**config.mk**
```make
export PLATFORM = sky130hd
export DESIGN_NAME = ex_stage
export DESIGN_NICKNAME = d
export VERILOG_FILES = /design/src/rtl/ex_stage.sv
export SDC_FILE = /design/constraint.sdc
export NUM_CORES = 1
export LEC_CHECK = 0
export CAP_MARGIN = 40
export CORE_ASPECT_RATIO = 1.25
export CORE_MARGIN = 4
export CORE_UTILIZATION = 61
export CTS_BUF_LIST = sky130_fd_sc_hd__clkbuf_4
export CTS_CLUSTER_DIAMETER = 200
export CTS_CLUSTER_SIZE = 28
export DETAILED_ROUTE_END_ITERATION = 6
export PLACE_DENSITY_LB_ADDON = 0.15
export SETUP_SLACK_MARGIN = 0.2
export SYNTH_ARGS = -nofsm -noshare
export SYNTH_HDL_FRONTEND = slang
export SYNTH_SLANG_ARGS = --single-unit
```
**constraint.sdc**
```tcl
create_clock -name CLK -period 5.4 [get_ports CLK]
set_input_delay 1.08 -clock CLK [delete_from_list [all_inputs] [get_ports CLK]]
set_output_delay 1.08 -clock CLK [all_outputs]
set_load 0.02 [all_outputs]
```
**src/rtl/ex_stage.sv**
```systemverilog
// ---------------------------------------------------------------------------
// ex_stage
// Execute stage of the 4-thread 16-bit core. Consumes the ID/EX bundle and
// produces the registered EX/MEM bundle: ALU result (or load/store address)
// together with the instruction's baggage (dest reg, thread, PC, flags).
// Shifts by a non-zero amount run one bit per cycle; while one is in flight
// stall_o tells upstream to hold its bundle.
//
// Ports
//   CLK, RST_N            clock (rising edge), async active-low reset
//   valid_in              ID/EX bundle carries a real instruction
//   WRegEn_in, WMemEn_in  register write / store enables
//   alu_src_in            1: operand B = sign_ext_in, 0: operand B = R2out_in
//   mem_to_reg_in         load
//   R1out_in, R2out_in    operand A, operand B (reg) / store data
//   sign_ext_in           immediate
//   WReg1_in              destination register
//   func3_in, func7_in    ALU op select, sub/sra select
//   thread_id_in          issuing thread
//   pc_carry_baggage_i    PC of the instruction
//   stall_o               EX busy with a serial shift
//   valid_out .. pc_carry_baggage_o  registered EX/MEM bundle
// ---------------------------------------------------------------------------
module ex_stage #(
  parameter int PROC_DATA_WIDTH        = 16,
  parameter int PROC_REGFILE_LOG2_DEEP = 5,
  parameter int INSTMEM_LOG2_DEEP      = 8
) (
  input  logic                              CLK,
  input  logic                              RST_N,
  input  logic                              valid_in,
  input  logic                              WRegEn_in,
  input  logic                              WMemEn_in,
  input  logic                              alu_src_in,
  input  logic                              mem_to_reg_in,
  input  logic [PROC_DATA_WIDTH-1:0]        R1out_in,
  input  logic [PROC_DATA_WIDTH-1:0]        R2out_in,
  input  logic [PROC_DATA_WIDTH-1:0]        sign_ext_in,
  input  logic [PROC_REGFILE_LOG2_DEEP-1:0] WReg1_in,
  input  logic [2:0]                        func3_in,
  input  logic                              func7_in,
  input  logic [1:0]                        thread_id_in,
  input  logic [INSTMEM_LOG2_DEEP-1:0]      pc_carry_baggage_i,
  output logic                              stall_o,
  output logic                              valid_out,
  output logic                              WRegEn_out,
  output logic                              WMemEn_out,
  output logic                              mem_to_reg_out,
  output logic [PROC_DATA_WIDTH-1:0]        alu_result_out,
  output logic [PROC_DATA_WIDTH-1:0]        store_data_out,
  output logic [PROC_REGFILE_LOG2_DEEP-1:0] WReg1_out,
  output logic [1:0]                        thread_id_out,
  output logic [INSTMEM_LOG2_DEEP-1:0]      pc_carry_baggage_o
);

  localparam int DW = PROC_DATA_WIDTH;
  localparam int RW = PROC_REGFILE_LOG2_DEEP;
  localparam int IW = INSTMEM_LOG2_DEEP;

  typedef enum logic {IDLE, SHIFT} state_e;

  state_e          state_q, state_d;
  logic [3:0]      cnt_q, cnt_d;
  logic [DW-1:0]   shReg_q, shReg_d;
  logic            shLeft_q, shLeft_d;
  logic            shArith_q, shArith_d;

  // Baggage parked here while a serial shift runs
  logic            bagWRegEn_q, bagWRegEn_d;
  logic            bagWMemEn_q, bagWMemEn_d;
  logic            bagMemToReg_q, bagMemToReg_d;
  logic [DW-1:0]   bagStore_q, bagStore_d;
  logic [RW-1:0]   bagWReg_q, bagWReg_d;
  logic [1:0]      bagTid_q, bagTid_d;
  logic [IW-1:0]   bagPc_q, bagPc_d;

  // EX/MEM output registers
  logic            valid_q, valid_d;
  logic            wRegEn_q, wRegEn_d;
  logic            wMemEn_q, wMemEn_d;
  logic            memToReg_q, memToReg_d;
  logic [DW-1:0]   result_q, result_d;
  logic [DW-1:0]   store_q, store_d;
  logic [RW-1:0]   wReg_q, wReg_d;
  logic [1:0]      tid_q, tid_d;
  logic [IW-1:0]   pc_q, pc_d;

  logic [DW-1:0]   opB;
  logic            isAddr;
  logic            isShift;
  logic [DW-1:0]   aluRes;
  logic [DW-1:0]   shNext;

  // Operand select and single-cycle ALU. Shift ops only reach this path with
  // a zero amount, so they simply pass operand A through.
  always_comb begin
    opB     = alu_src_in ? sign_ext_in : R2out_in;
    isAddr  = WMemEn_in | mem_to_reg_in;
    isShift = !isAddr && ((func3_in == 3'b001) || (func3_in == 3'b101));
    aluRes  = '0;
    if (isAddr) begin
      aluRes = R1out_in + opB;
    end else begin
      case (func3_in)
        3'b000: aluRes = (func7_in && !alu_src_in) ? (R1out_in - opB) : (R1out_in + opB);
        3'b010: aluRes = {{(DW-1){1'b0}}, ($signed(R1out_in) < $signed(opB))};
        3'b011: aluRes = {{(DW-1){1'b0}}, (R1out_in < opB)};
        3'b100: aluRes = R1out_in ^ opB;
        3'b110: aluRes = R1out_in | opB;
        3'b111: aluRes = R1out_in & opB;
        default: aluRes = R1out_in;
      endcase
    end
  end

  // One step of the serial shifter; arithmetic right shifts replicate the sign bit
  always_comb begin
    if (shLeft_q) begin
      shNext = {shReg_q[DW-2:0], 1'b0};
    end else begin
      shNext = {shArith_q & shReg_q[DW-1], shReg_q[DW-1:1]};
    end
  end

  // Next-state logic. valid and the write enables default low so bubbles and
  // in-flight shifts never present a write downstream; data outputs hold.
  always_comb begin
    state_d       = state_q;
    cnt_d         = cnt_q;
    shReg_d       = shReg_q;
    shLeft_d      = shLeft_q;
    shArith_d     = shArith_q;
    bagWRegEn_d   = bagWRegEn_q;
    bagWMemEn_d   = bagWMemEn_q;
    bagMemToReg_d = bagMemToReg_q;
    bagStore_d    = bagStore_q;
    bagWReg_d     = bagWReg_q;
    bagTid_d      = bagTid_q;
    bagPc_d       = bagPc_q;
    valid_d       = 1'b0;
    wRegEn_d      = 1'b0;
    wMemEn_d      = 1'b0;
    memToReg_d    = memToReg_q;
    result_d      = result_q;
    store_d       = store_q;
    wReg_d        = wReg_q;
    tid_d         = tid_q;
    pc_d          = pc_q;

    case (state_q)
      IDLE: begin
        if (valid_in) begin
          if (isShift && (opB[3:0] != 4'd0)) begin
            state_d       = SHIFT;
            cnt_d         = opB[3:0];
            shReg_d       = R1out_in;
            shLeft_d      = (func3_in == 3'b001);
            shArith_d     = func7_in;
            bagWRegEn_d   = WRegEn_in;
            bagWMemEn_d   = WMemEn_in;
            bagMemToReg_d = mem_to_reg_in;
            bagStore_d    = R2out_in;
            bagWReg_d     = WReg1_in;
            bagTid_d      = thread_id_in;
            bagPc_d       = pc_carry_baggage_i;
          end else begin
            valid_d    = 1'b1;
            wRegEn_d   = WRegEn_in;
            wMemEn_d   = WMemEn_in;
            memToReg_d = mem_to_reg_in;
            result_d   = aluRes;
            store_d    = R2out_in;
            wReg_d     = WReg1_in;
            tid_d      = thread_id_in;
            pc_d       = pc_carry_baggage_i;
          end
        end
      end
      SHIFT: begin
        shReg_d = shNext;
        cnt_d   = cnt_q - 4'd1;
        // Last step: publish the fully shifted value with its own baggage
        if (cnt_q == 4'd1) begin
          state_d    = IDLE;
          valid_d    = 1'b1;
          wRegEn_d   = bagWRegEn_q;
          wMemEn_d   = bagWMemEn_q;
          memToReg_d = bagMemToReg_q;
          result_d   = shNext;
          store_d    = bagStore_q;
          wReg_d     = bagWReg_q;
          tid_d      = bagTid_q;
          pc_d       = bagPc_q;
        end
      end
      default: state_d = IDLE;
    endcase
  end

  // State and output registers; reset aborts any shift in progress
  always_ff @(posedge CLK or negedge RST_N) begin
    if (!RST_N) begin
      state_q       <= IDLE;
      cnt_q         <= '0;
      shReg_q       <= '0;
      shLeft_q      <= 1'b0;
      shArith_q     <= 1'b0;
      bagWRegEn_q   <= 1'b0;
      bagWMemEn_q   <= 1'b0;
      bagMemToReg_q <= 1'b0;
      bagStore_q    <= '0;
      bagWReg_q     <= '0;
      bagTid_q      <= '0;
      bagPc_q       <= '0;
      valid_q       <= 1'b0;
      wRegEn_q      <= 1'b0;
      wMemEn_q      <= 1'b0;
      memToReg_q    <= 1'b0;
      result_q      <= '0;
      store_q       <= '0;
      wReg_q        <= '0;
      tid_q         <= '0;
      pc_q          <= '0;
    end else begin
      state_q       <= state_d;
      cnt_q         <= cnt_d;
      shReg_q       <= shReg_d;
      shLeft_q      <= shLeft_d;
      shArith_q     <= shArith_d;
      bagWRegEn_q   <= bagWRegEn_d;
      bagWMemEn_q   <= bagWMemEn_d;
      bagMemToReg_q <= bagMemToReg_d;
      bagStore_q    <= bagStore_d;
      bagWReg_q     <= bagWReg_d;
      bagTid_q      <= bagTid_d;
      bagPc_q       <= bagPc_d;
      valid_q       <= valid_d;
      wRegEn_q      <= wRegEn_d;
      wMemEn_q      <= wMemEn_d;
      memToReg_q    <= memToReg_d;
      result_q      <= result_d;
      store_q       <= store_d;
      wReg_q        <= wReg_d;
      tid_q         <= tid_d;
      pc_q          <= pc_d;
    end
  end

  // stall_o decodes the state register only, so it has no path from inputs
  assign stall_o            = (state_q == SHIFT);
  assign valid_out          = valid_q;
  assign WRegEn_out         = wRegEn_q;
  assign WMemEn_out         = wMemEn_q;
  assign mem_to_reg_out     = memToReg_q;
  assign alu_result_out     = result_q;
  assign store_data_out     = store_q;
  assign WReg1_out          = wReg_q;
  assign thread_id_out      = tid_q;
  assign pc_carry_baggage_o = pc_q;

endmodule

```
After elaboration in Yosys (flattened, before gate mapping) --
Cells that the tools add are included.
Storage, ports and cells: flip-flop bits (word level) 108, output and inout bits 52, word-level logic and storage cells 106
Cells by class: $add $sub $neg 3, magnitude comparators 2, eq/ne operators 12, mux-type cells 51, bitwise logic cells 6, reductions and logical operators 11
Operator list (number):
- two-way mux 16 bit | 12
- one-hot mux 16 bit (2 select lines) | 3
- one-hot mux 16 bit (6 select lines) | 1
- < comparator 16 bit | 2
- two-way mux 8 bit | 3
- adder 16 bit | 1
- AND 16 bit | 1
- bitwise OR 16 bit | 1
- one-hot mux 8 bit (2 select lines) | 1
- subtractor 16 bit | 1
- XOR 16 bit | 1
- two-way mux 1 bit | 15
- two-way mux 5 bit | 3
- == test 3 bit (second input constant) | 4
- one-hot mux 1 bit (2 select lines) | 5
- one-hot mux 5 bit (2 select lines) | 1
- two-way mux 4 bit | 2
- one-hot mux 4 bit (2 select lines) | 1
- == test 3 x 2 -> 1 bit (second input constant) | 2
- two-way mux 2 bit | 3
- inequality test 2 bit (second input constant) | 3
- AND reduction 3 bit | 2
- == test 4 x 1 -> 1 bit (second input constant) | 1
- one-hot mux 2 bit (2 select lines) | 1
- other kinds (12) | 15

Depth between registers and ports, before layout --
Gate-level depths: netlist of the first run.
depth in word-level cells 8, depth in mapped cells 12, mapped depth without buffers 11

Worst setup path after synthesis of the first run --
Ideal clock, no wire load.
kind in2reg, from input alu_src_in, to register result_q[15] (netlist: alu_result_out[15]), library setup time 126 ps, arrival 3825 ps, slack 1449 ps, stages on the path 12, buffers on the path 3, cells stage by stage buf_6 > buf_1 > mux2i_1 > ha_1 > clkbuf_1 > a21oi_1 > o21ai_0 > a311oi_1 > a21bo_2 > xnor2_1 > o221ai_1 > a221o_1
Between the ends: cells in the longest elaborated chain, start to end 8, elaborated cells between the ends (all ways) 18
RTL lines:
- from (decl) | line 34 | input logic alu_src_in,
- two-way mux 16 bit or zero test 1 bit (tied branches) | line 97, 105
- adder 16 bit, or another cell as far along | line 102, 105
- two-way mux 16 bit | line 105 | 3'b000: aluRes = (func7_in && !alu_src_in) ? (R1out_in - opB) : (R1out_in + opB);
- one-hot mux 16 bit (6 select lines) | line 104 | case (func3_in)
- two-way mux 16 bit | line 101 | if (isAddr) begin
- two-way mux 16 bit | line 153 | if (isShift && (opB[3:0] != 4'd0)) begin
- two-way mux 16 bit | line 152 | if (valid_in) begin
- one-hot mux 16 bit (2 select lines) | line 150 | case (state_q)
- to (signal assigned) | line 241 | result_q <= result_d;
- to (decl) | line 82 | logic [DW-1:0] result_q, result_d;
Parallel ways exist; a longest one is shown, timed or not. The select of a mux whose other input is x is not followed. A chain may end at the register's enable or synchronous reset.

Worst setup path in the final report of the first run --
from input alu_src_in, to register result_q[13] (netlist: alu_result_out[13])
Same word-level chain as after synthesis.

==> impl_metrics.json, run 1 <==
{
  "status": "complete, no violations",
  "drtIter0Drc": 685,
  "pin_count": 126,
  "cts_tree": "yes",
  "slowest_delay_ps": 850,
  "post_cts_buffers": 0,
  "root_buffer": "clkbuf_4",
  "drv_cap": 0,
  "p_sw_mw": 1.657,
  "die_y_um": 136.0,
  "syn_area_mm2": 0.008000,
  "power.share.clock_pct": 12.0,
  "worstPathArrival_ps": 4850,
  "start_util_pct": 62.61,
  "stdcell_count": 1174,
  "synth_edf_count": 0,
  "crit_path_top_delay_cell": "clkdlybuf4s50_1",
  "placementRows": 46,
  "top_usage_layer": "met2",
  "comb_power_share_pct": 52.5,
  "grt_use_met1_pct": 39.18,
  "htreeDepth": 3,
  "peakVddDrop_mv": 0.3163,
  "critical_path_class": "in2reg",
  "rsz0062_at_grt": "no",
  "tightest_slew_ps": 910.4,
  "max_freq_ghz": 0.2256,
  "p_per_area_mw_per_mm2": 401.8,
  "die_w_um": 110.4,
  "grt_pass1_wl_um": 41260,
  "grt_max_degree": 44,
  "port_buffers": 125,
  "holdPathEnd": "store_data_out[1]",
  "r2r_cells": 7,
  "grt_pass1_vias": 7608,
  "synth.distinct_cells": 73,
  "hold_viol_final": 0,
  "drcViolationCount": 0,
  "synth_top_area_share_pct": 33.78,
  "min_from": "store_data_out[1]",
  "final_layout_size_suffix_gt1_share_pct": 9.940,
  "worst_setup_path_end_kind": "flop",
  "p_leak_nw": 4.278,
  "relSlewSlack_pct": 39.31,
  "synth_fp_nets": 1033,
  "numCtsBuffers": 9,
  "n_fill_cell": 989,
  "final_util_pct": 74.80,
  "synthTopCellsByArea": "dfrtp_1 34%, ha_1 8.9%, mux2i_1 7.0%, mux2_2 5.8%, o21ai_0 4.8%",
  "cts_resized": 0,
  "switching_share_pct": 43.14,
  "yosys.area.top_type": "dfrtp_1",
  "worstHoldPathCells": 2,
  "whs_ps": 499.4,
  "start_kind": "input pin",
  "dr.pass1.iters": 6,
  "pwr-share-seq_pct": 35.5,
  "min_period_ps": 4433,
  "diodes": 0,
  "ys.warnings.count": 0,
  "ant_nets": 0,
  "power_mw": 3.841,
  "cts.clk_slew.worst_paths_ps": 190,
  "syn_area_per_cell_um2": 8.889,
  "core_area_mm2": 0.01278,
  "final_nets": 1134,
  "fin_crit_sh_pct": 82.09,
  "skew_ps": 35.79,
  "hold_path_class": "reg2reg",
  "async_flop_share_pct": 100.0,
  "hold_buffers": 0,
  "finalMaxSlewViolations": 0,
  "antenna_found_initial": 0,
  "clock_path_buffers": 2,
  "crit_required_ps": 5820,
  "use_met3_pct": 9.350,
  "clk_latency_ps": 500,
  "grtUsageMet2_pct": 60.19,
  "netlist_instances": 900,
  "crit_chain": "clkdlybuf4s50_1, buf_4, mux2i_1, ha_1, or3_1, nor4_2, nor3b_1, a2111oi_2, o32ai_1, a221oi_1, o31ai_1",
  "cts_sinks": 108,
  "rrSetupSlack_ps": 3090,
  "synth_top_flop_cell": "dfrtp_1",
  "seq_area_frac_synth_pct": 33.78,
  "p_int_mw": 2.184,
  "r2r_start": "stall_o",
  "route.vias.total": 7534,
  "grt_util_all_layers_pct": 35.20,
  "grt-ovfl-total": 0,
  "dp.cells": 1158,
  "syn2layout_area_growth_pct": 19.47,
  "synth-seq-cells": 108,
  "die-area_mm2": 0.01502,
  "routabilityCongestion": 1.060,
  "reg2reg_to": "alu_result_out[12]",
  "via_per_inst": 6.417,
  "tns_ps": 0,
  "cp_max_fo": 12,
  "finalSetupViolations": 0,
  "post_drt_wl_per_cell_um": 22.43,
  "dpl.hpwl_um": 19880,
  "wl_um": 26330
}
==> per-stage QoR <==
stage               area [um^2]  setup WS (ps)
finish                     9558          967.2
floorplan                  8000           1449
global placement           9351          594.4
global route               9558          793.3
detailed placement         9399          523.8
CTS                        9558           1066
==> how the worst max path moves through the flow <==
stage	startpoint	end	slack (ps)	depth (start not counted)
after global routing	alu_src_in	alu_result_out[14]	790	13
after CTS	alu_src_in	alu_result_out[12]	1070	13
after floorplan	alu_src_in	alu_result_out[15]	1450	12
after detailed placement	alu_src_in	alu_result_out[12]	520	13
final	alu_src_in	alu_result_out[13]	970	11
after global placement	alu_src_in	alu_result_out[12]	590	13
==> final cells by class <==
| cell class | count | area, um^2 | share of cell area [%] |
|---|---|---|---|
| multi-input combinational | 680 | 4843 | 50.67 |
| sequential | 108 | 2704 | 28.29 |
| timing repair buffer | 144 | 1424 | 14.90 |
| inverter | 58 | 217.7 | 2.278 |
| tap | 168 | 210.2 | 2.199 |
| clock inverter | 7 | 91.34 | 0.9556 |
| clock buffer | 9 | 67.56 | 0.7069 |
==> power by group through the flow <==
stage | clock, mW | combinational [mW] | sequential (mW)
2_1_floorplan | 0 | 1.04 | 1.52
3_3_place_gp | 0 | 1.93 | 1.36
3_5_place_dp | 0 | 2.00 | 1.37
4_1_cts | 0.472 | 2.00 | 1.36
5_1_grt | 0.502 | 2.18 | 1.40
6_report | 0.461 | 2.02 | 1.36
==> sequential cells by signal, indices dropped and copies added (netlist names) <==
| name | flops |
|---|---|
| bagStore_q | 16 |
| store_data_out | 16 |
| mem_to_reg_out | 1 |
| stall_o | 1 |
| bagTid_q | 2 |
| valid_out | 1 |
| bagWMemEn_q | 1 |
| shLeft_q | 1 |
| bagWRegEn_q | 1 |
| thread_id_out | 2 |
| pc_carry_baggage_o | 8 |
| WMemEn_out | 1 |
| bagPc_q | 8 |
| bagMemToReg_q | 1 |
| WReg1_out | 5 |
| shArith_q | 1 |
| shReg_q | 16 |
| cnt_q | 4 |
| WRegEn_out | 1 |
| bagWReg_q | 5 |
| alu_result_out | 16 |
==> cell usage after synthesis, types with 5 or more instances <==
master,count
or3_1,5
o21ai_1,5
nor2b_1,11
nand2b_1,8
a22o_1,6
ha_1,57
xor2_1,5
a221oi_1,7
nand2_1,100
inv_1,57
clkbuf_1,32
a21oi_1,57
buf_2,16
nor3_1,13
a21boi_0,10
nand3_1,6
a221o_1,5
o21bai_1,6
o21ai_0,77
mux2i_1,56
o211ai_1,7
dfrtp_1,108
a31oi_1,11
a21o_1,5
mux2_2,41
a211oi_1,7
o22ai_1,20
a22oi_1,5
xnor2_1,19
a311oi_1,5
nor2_1,58
==> critical path: cells and delay by family <==
kind	cells	cell delay, ps
fa+ha+maj	1	440
simple gates	3	1060
compound gates	4	830
buf+inv	2	1110
mux	1	330
==> layer usage <==
metal | routed length (um) | up-vias | part of all wire (%)
met2 | 12550 | 386 | 48
met4 | 1879 | 0 | 7.1
met1 | 9544 | 3619 | 36
li1 | - | 3405 | -
met5 | 0 | - | 0
met3 | 2361 | 124 | 9.0
==> cell families after synthesis <==
group / share of synthesized area [%]
xor gates and xnor gates: 2.627
AOI/OAI and AO/OA: 21.79
DFF: 33.78
adders and majority gates: 9.415
buffers and inverters: 5.740
and+or+nand+nor: 13.59
muxes: 13.06
==> cells in the final DEF, fill, tap and decap left out, types with 7 or more instances in the layout <==
master / Yosys / layout
mux2i_1: 56 / 56
o211ai_1: 7 / 7
clkbuf_4: 0 / 9
a221oi_1: 7 / 7
nand2_1: 100 / 100
nor3_1: 13 / 13
o22ai_1: 20 / 20
nor2b_1: 11 / 11
buf_4: 1 / 18
xnor2_1: 19 / 19
a31oi_1: 11 / 11
a211oi_1: 7 / 7
nand2b_1: 8 / 8
dfrtp_1: 108 / 107
o21ai_0: 77 / 77
nor2_1: 58 / 58
a21boi_0: 10 / 10
ha_1: 57 / 57
mux2_2: 41 / 41
inv_1: 57 / 57
clkdlybuf4s50_1: 0 / 124
a21oi_1: 57 / 57
(Power assumes the default switching activity.)
==> inputs of run 2 (changes only) <==
--- a/config.mk
+++ b/config.mk
@@ -8,7 +8,7 @@
 export CAP_MARGIN = 40
 export CORE_ASPECT_RATIO = 1.25
 export CORE_MARGIN = 4
-export CORE_UTILIZATION = 61
+export CORE_UTILIZATION = 51
 export CTS_BUF_LIST = sky130_fd_sc_hd__clkbuf_4
 export CTS_CLUSTER_DIAMETER = 200
 export CTS_CLUSTER_SIZE = 28
==> constraint.sdc (replaced) <==
create_clock -name CLK -period 3.75 [get_ports CLK]
set_input_delay 0.75 -clock CLK [delete_from_list [all_inputs] [get_ports CLK]]
set_output_delay 0.75 -clock CLK [all_outputs]
set_load 0.02 [all_outputs]
==> run 2 against run 1 <==
Net effect: non-clock buffer count is 112 higher; largest cell class unchanged; clock power is 30% higher; sequential share of layout area is 2.5 points lower; clock-buffer cell count stayed put.
==> impl_metrics.json, run 2 (synthesized netlist as in run 1, its figures left out) <==
{
  "power.share.clock_pct": 10.7,
  "start_kind": "input pin",
  "syn2layout_area_growth_pct": 31.01,
  "grt_util_all_layers_pct": 30.13,
  "rsz0062_at_grt": "no",
  "clk_latency_ps": 490,
  "comb_power_share_pct": 54.0,
  "hold_buffers": 0,
  "fin_crit_sh_pct": 88.71,
  "switching_share_pct": 42.72,
  "drtIter0Drc": 603,
  "final_cell_mix": "128 x buf_4, 123 x clkdlybuf4s50_1, 107 x dfrtp_1",
  "htreeDepth": 3,
  "max_freq_ghz": 0.3006,
  "routabilityCongestion": 1.028,
  "final_layout_size_suffix_gt1_share_pct": 19.50,
  "diodes": 0,
  "worstPathArrival_ps": 3710,
  "die_y_um": 148.0,
  "crit_required_ps": 4130,
  "p_sw_mw": 2.404,
  "drv_cap": 0,
  "finalMaxSlewViolations": 0,
  "worst_setup_path_end_kind": "flop",
  "post_cts_buffers": 0,
  "critical_path_class": "in2reg",
  "min_period_ps": 3327,
  "port_buffers": 125,
  "r2r_cells": 4,
  "grt_pass1_wl_um": 41770,
  "dr.pass1.iters": 5,
  "die_w_um": 120.0,
  "p_leak_nw": 4.820,
  "p_int_mw": 3.224,
  "post_drt_wl_per_cell_um": 20.27,
  "placementRows": 50,
  "finalInstanceArea_mm2": 0.01048,
  "route.vias.total": 7671,
  "grt_pass1_vias": 7694,
  "cts_resized": 0,
  "dpl.hpwl_um": 21070,
  "finalSetupViolations": 0,
  "cts_sinks": 108,
  "peakVddDrop_mv": 0.4650,
  "cts.clk_slew.worst_paths_ps": 190,
  "n_fill_cell": 1286,
  "start_util_pct": 52.63,
  "skew_ps": 24.25,
  "root_buffer": "clkbuf_4",
  "grt-ovfl-total": 0,
  "drcViolationCount": 0,
  "ant_nets": 0,
  "p_per_area_mw_per_mm2": 537.0,
  "whs_ps": 326.9,
  "die-area_mm2": 0.01777,
  "status": "complete, no violations",
  "clock_path_buffers": 2,
  "grt_max_degree": 64,
  "tns_ps": 0,
  "core_area_mm2": 0.01520,
  "pin_count": 126,
  "tightest_slew_ps": 808.2,
  "relSlewSlack_pct": 46.12,
  "final_common_cell": "buf_4",
  "via_per_inst": 5.785,
  "hold_viol_final": 0,
  "post_dp_cell_area_mm2": 0.01032,
  "cts_tree": "yes",
  "final_nets": 1246,
  "numCtsBuffers": 9,
  "pwr-share-seq_pct": 35.3,
  "wl_um": 26880,
  "hold_path_class": "in2async",
  "antenna_found_initial": 0,
  "cp_max_fo": 4
}
[run 2: stage by stage]
step                      instances  total power, mW  utilization, %  setup slack (ps)
after detailed placement       1310            5.031           67.87            -273.1
after CTS                      1326            5.635           68.77             239.6
final                          1326            5.628           68.95             423.3
after global routing           1326            5.987           68.95             250.6
after global placement         1309            4.985           67.69            -301.4
after floorplan                 900            3.694               -             355.7
[run 2: power by group through the flow]
stage,clock network [mW],logic (mW),registers (mW)
floorplan,0,1.50,2.19
global placement,0,2.98,2.00
detailed placement,0,3.02,2.01
CTS,0.617,3.03,1.99
global route,0.660,3.28,2.04
finish,0.600,3.04,1.99
[run 2: per-layer routing]
| layer | up-vias | wire, um | global-route usage (%) |
|---|---|---|---|
| met5 | - | 0 | 0 |
| met1 | 3678 | 11550 | 40.55 |
| li1 | 3624 | - | - |
| met2 | 302 | 12290 | 47.51 |
| met4 | 0 | 1004 | 12.38 |
| met3 | 67 | 2040 | 6.047 |
[run 2: cell type report]
| type | instances | area [um^2] | area share [%] |
|---|---|---|---|
| timing repair buffer | 256 | 2292 | 21.87 |
| clock buffer | 9 | 67.56 | 0.6446 |
| clock inverter | 7 | 68.82 | 0.6566 |
| sequential | 108 | 2706 | 25.82 |
| tap | 208 | 260.3 | 2.483 |
| multi-input combinational | 680 | 4868 | 46.45 |
| inverter | 58 | 217.7 | 2.077 |
[run 2: critical path: stages]
cell and delay, ps:
clkdlybuf4s50_1 520, mux2i_2 240, inv_1 90, ha_1 230, fa_1 430, nand2b_1 90, a21oi_1 110, a31oi_1 180
buf_4 140, o21ai_0 90, xnor2_1 330, a2111oi_0 150, or3_1 360
[run 2: final timing paths]
kind,start,endpoint,slack [ps]
max in group asynchronous,RST_N,shReg_q[9],2690
min,RST_N,pc_carry_baggage_o[7],330
min reg2reg,alu_result_out[3],alu_result_out[3],490
max,R2out_in[0],alu_result_out[14],420
min in group CLK,alu_result_out[3],alu_result_out[3],490
max reg2reg,stall_o,alu_result_out[11],1330
==> inputs of run 3 (changes only) <==
==> constraint.sdc (replaced) <==
create_clock -name CLK -period 3.75 [get_ports CLK]
set_input_delay 1.125 -clock CLK [delete_from_list [all_inputs] [get_ports CLK]]
set_output_delay 1.125 -clock CLK [all_outputs]
set_load 0.02 [all_outputs]
==> run 3 against run 2 <==
Net effect: total power rose by 4.2%; final cell count increased by 4.1%; via count up 3.8%; hold slack improved by 180 ps; combinational power up 5%; highest routed layer unchanged; critical endpoint is now alu_result_out[11]; register-to-register slack got worse by 210 ps; maximum frequency down 4.5%; sequential power is 3% higher; first-iteration DRC count shrank 12%; setup slack got worse by 160 ps.
==> impl_metrics.json, run 3 (synthesized netlist as in run 1, its figures left out) <==
{
  "final_nets": 1299,
  "numCtsBuffers": 9,
  "route.vias.total": 7960,
  "p_per_area_mw_per_mm2": 523.0,
  "drtIter0Drc": 533,
  "grt_pass1_vias": 8192,
  "cts.clk_slew.worst_paths_ps": 230,
  "die-area_mm2": 0.01777,
  "cts_tree": "yes",
  "grt_util_all_layers_pct": 32.79,
  "crit_path_top_delay_cell": "clkdlybuf4s50_1",
  "power_mw": 5.863,
  "relSlewSlack_pct": 38.66,
  "final_util_pct": 73.74,
  "die_y_um": 148.0,
  "worst_setup_path_end_kind": "flop",
  "placementRows": 50,
  "r2r_start": "stall_o",
  "root_buffer": "clkbuf_4",
  "dp.cells": 1356,
  "start_kind": "input pin",
  "hold_buffers": 0,
  "min_period_ps": 3485,
  "htreeDepth": 3,
  "finalSetupViolations": 0,
  "critical_path_class": "in2reg",
  "cp-startpoint": "sign_ext_in[2]",
  "hold_viol_final": 0,
  "clk_latency_ps": 540,
  "cp_max_fo": 5,
  "pin_count": 126,
  "routabilityCongestion": 1.009,
  "skew_ps": 50.52,
  "start_util_pct": 52.63,
  "p_leak_nw": 5.142,
  "worstPathArrival_ps": 3940,
  "dpl.hpwl_um": 21910,
  "peakVddDrop_mv": 0.4581,
  "stdcell_count": 1380,
  "via_per_inst": 5.768,
  "n_fill_cell": 1200,
  "syn2layout_area_growth_pct": 40.12,
  "final_layout_size_suffix_gt1_share_pct": 26.13,
  "wl_um": 28890,
  "max_freq_ghz": 0.2869,
  "grt_pass1_wl_um": 44900,
  "crit_chain": "clkdlybuf4s50_1, mux2i_2, buf_4, inv_1, ha_1, a211o_1, a31oi_2, buf_4, o211ai_1, a21boi_2, xnor2_2, a311oi_2, o21ai_0",
  "min_from": "mem_to_reg_out",
  "cpMostUsedCell": "buf_4",
  "tightest_slew_ps": 920.2,
  "antenna_found_initial": 1,
  "status": "complete, no violations",
  "cts_sinks": 108,
  "post_drt_wl_per_cell_um": 20.94,
  "slowest_delay_ps": 470,
  "drcViolationCount": 0,
  "port_buffers": 125,
  "dr.pass1.iters": 5,
  "drv_cap": 0,
  "crit_required_ps": 4210,
  "ant_nets": 0,
  "fin_crit_sh_pct": 92.94,
  "final_common_cell": "buf_4",
  "die_w_um": 120.0,
  "grt_max_degree": 59,
  "cp_top_family": "compound AO/OA/AOI/OAI gates",
  "hold_path_class": "reg2reg",
  "crit_buf_inv": 4,
  "core_area_mm2": 0.01520,
  "grt-ovfl-total": 0,
  "finalMaxSlewViolations": 0,
  "rsz0062_at_grt": "yes",
  "final_cell_mix": "178 x buf_4, 121 x clkdlybuf4s50_1, 107 x dfrtp_1",
  "clock_path_buffers": 2,
  "tns_ps": 0
}
==> run 3: cell count changes in the layout (fill, tap and decap cells not counted), moves of 5 or more <==
cell / before / now
ha_4: 0 / 5
buf_4: 128 / 178
mux2i_4: 0 / 7
mux2i_1: 52 / 47
ha_1: 57 / 49
a21oi_1: 56 / 51
==> run 3: area by class of cell <==
cell class,count,area [um^2],share of cell area (%)
antenna,1,2.502,0.02232
timing repair buffer,309,2729,24.34
tap,208,260.3,2.322
multi-input combinational,680,5149,45.93
clock buffer,9,67.56,0.6027
clock inverter,7,77.57,0.6920
sequential,108,2706,24.14
inverter,58,217.7,1.942
==> run 3: metal layers <==
| metal | share of wire (%) | wire length, um | global-route usage [%] | vias up |
|---|---|---|---|---|
| met1 | 40 | 11660 | 40.86 | 3822 |
| met5 | 0 | 0 | 1.420 | - |
| met4 | 5.1 | 1462 | 15.42 | 0 |
| met2 | 48 | 13820 | 54.29 | 310 |
| met3 | 6.8 | 1952 | 6.697 | 84 |
| li1 | - | - | - | 3744 |
==> run 3: repair_timing <==
| action | in CTS | in global routing |
|---|---|---|
| setup buffers | 5 | 1 |
| resized for setup | 29 | 21 |
| pin swaps | 7 | 7 |
| setup endpoints to repair | 12 | 10 |
| cloned | 1 | 0 |
==> run 3: worst paths after layout <==
check / slack, ps / to / cells past startpoint
min in group asynchronous: 570 / WRegEn_out / 1
worst min-delay path: 510 / mem_to_reg_out / 2
max in group asynchronous: 2450 / shReg_q[4] / 2
worst max register to register: 1120 / alu_result_out[1] / 7
worst max-delay path: 260 / alu_result_out[11] / 13
worst min register to register: 510 / mem_to_reg_out / 2
==> run 3: report_power, final <==
part | internal [mW] | switching (mW) | total [mW] | leakage (nW)
combinational | 1.54 | 1.64 | 3.18 | 3.71
sequential | 1.63 | 0.410 | 2.04 | 1.35
clock | 0.161 | 0.479 | 0.640 | 0.0803
==> run 3: metrics by stage <==
step / hold WS (ps) / cell area, um^2 / worst slack (ps)
3_3_place_gp: 463.4 / 10720 / -698.4
4_1_cts: 512.0 / 11110 / 248.8
6_report: 508.7 / 11210 / 264.8
3_5_place_dp: 463.4 / 10750 / -696.1
5_1_grt: 537.3 / 11210 / 181.3
2_1_floorplan: 458.4 / 8083 / 208.6
==> run 3: worst min-delay path, cell delays in order, from the launching register on <==
cell and delay [ps]:
dfrtp_1 380, nand2_1 50, o21ai_0 60
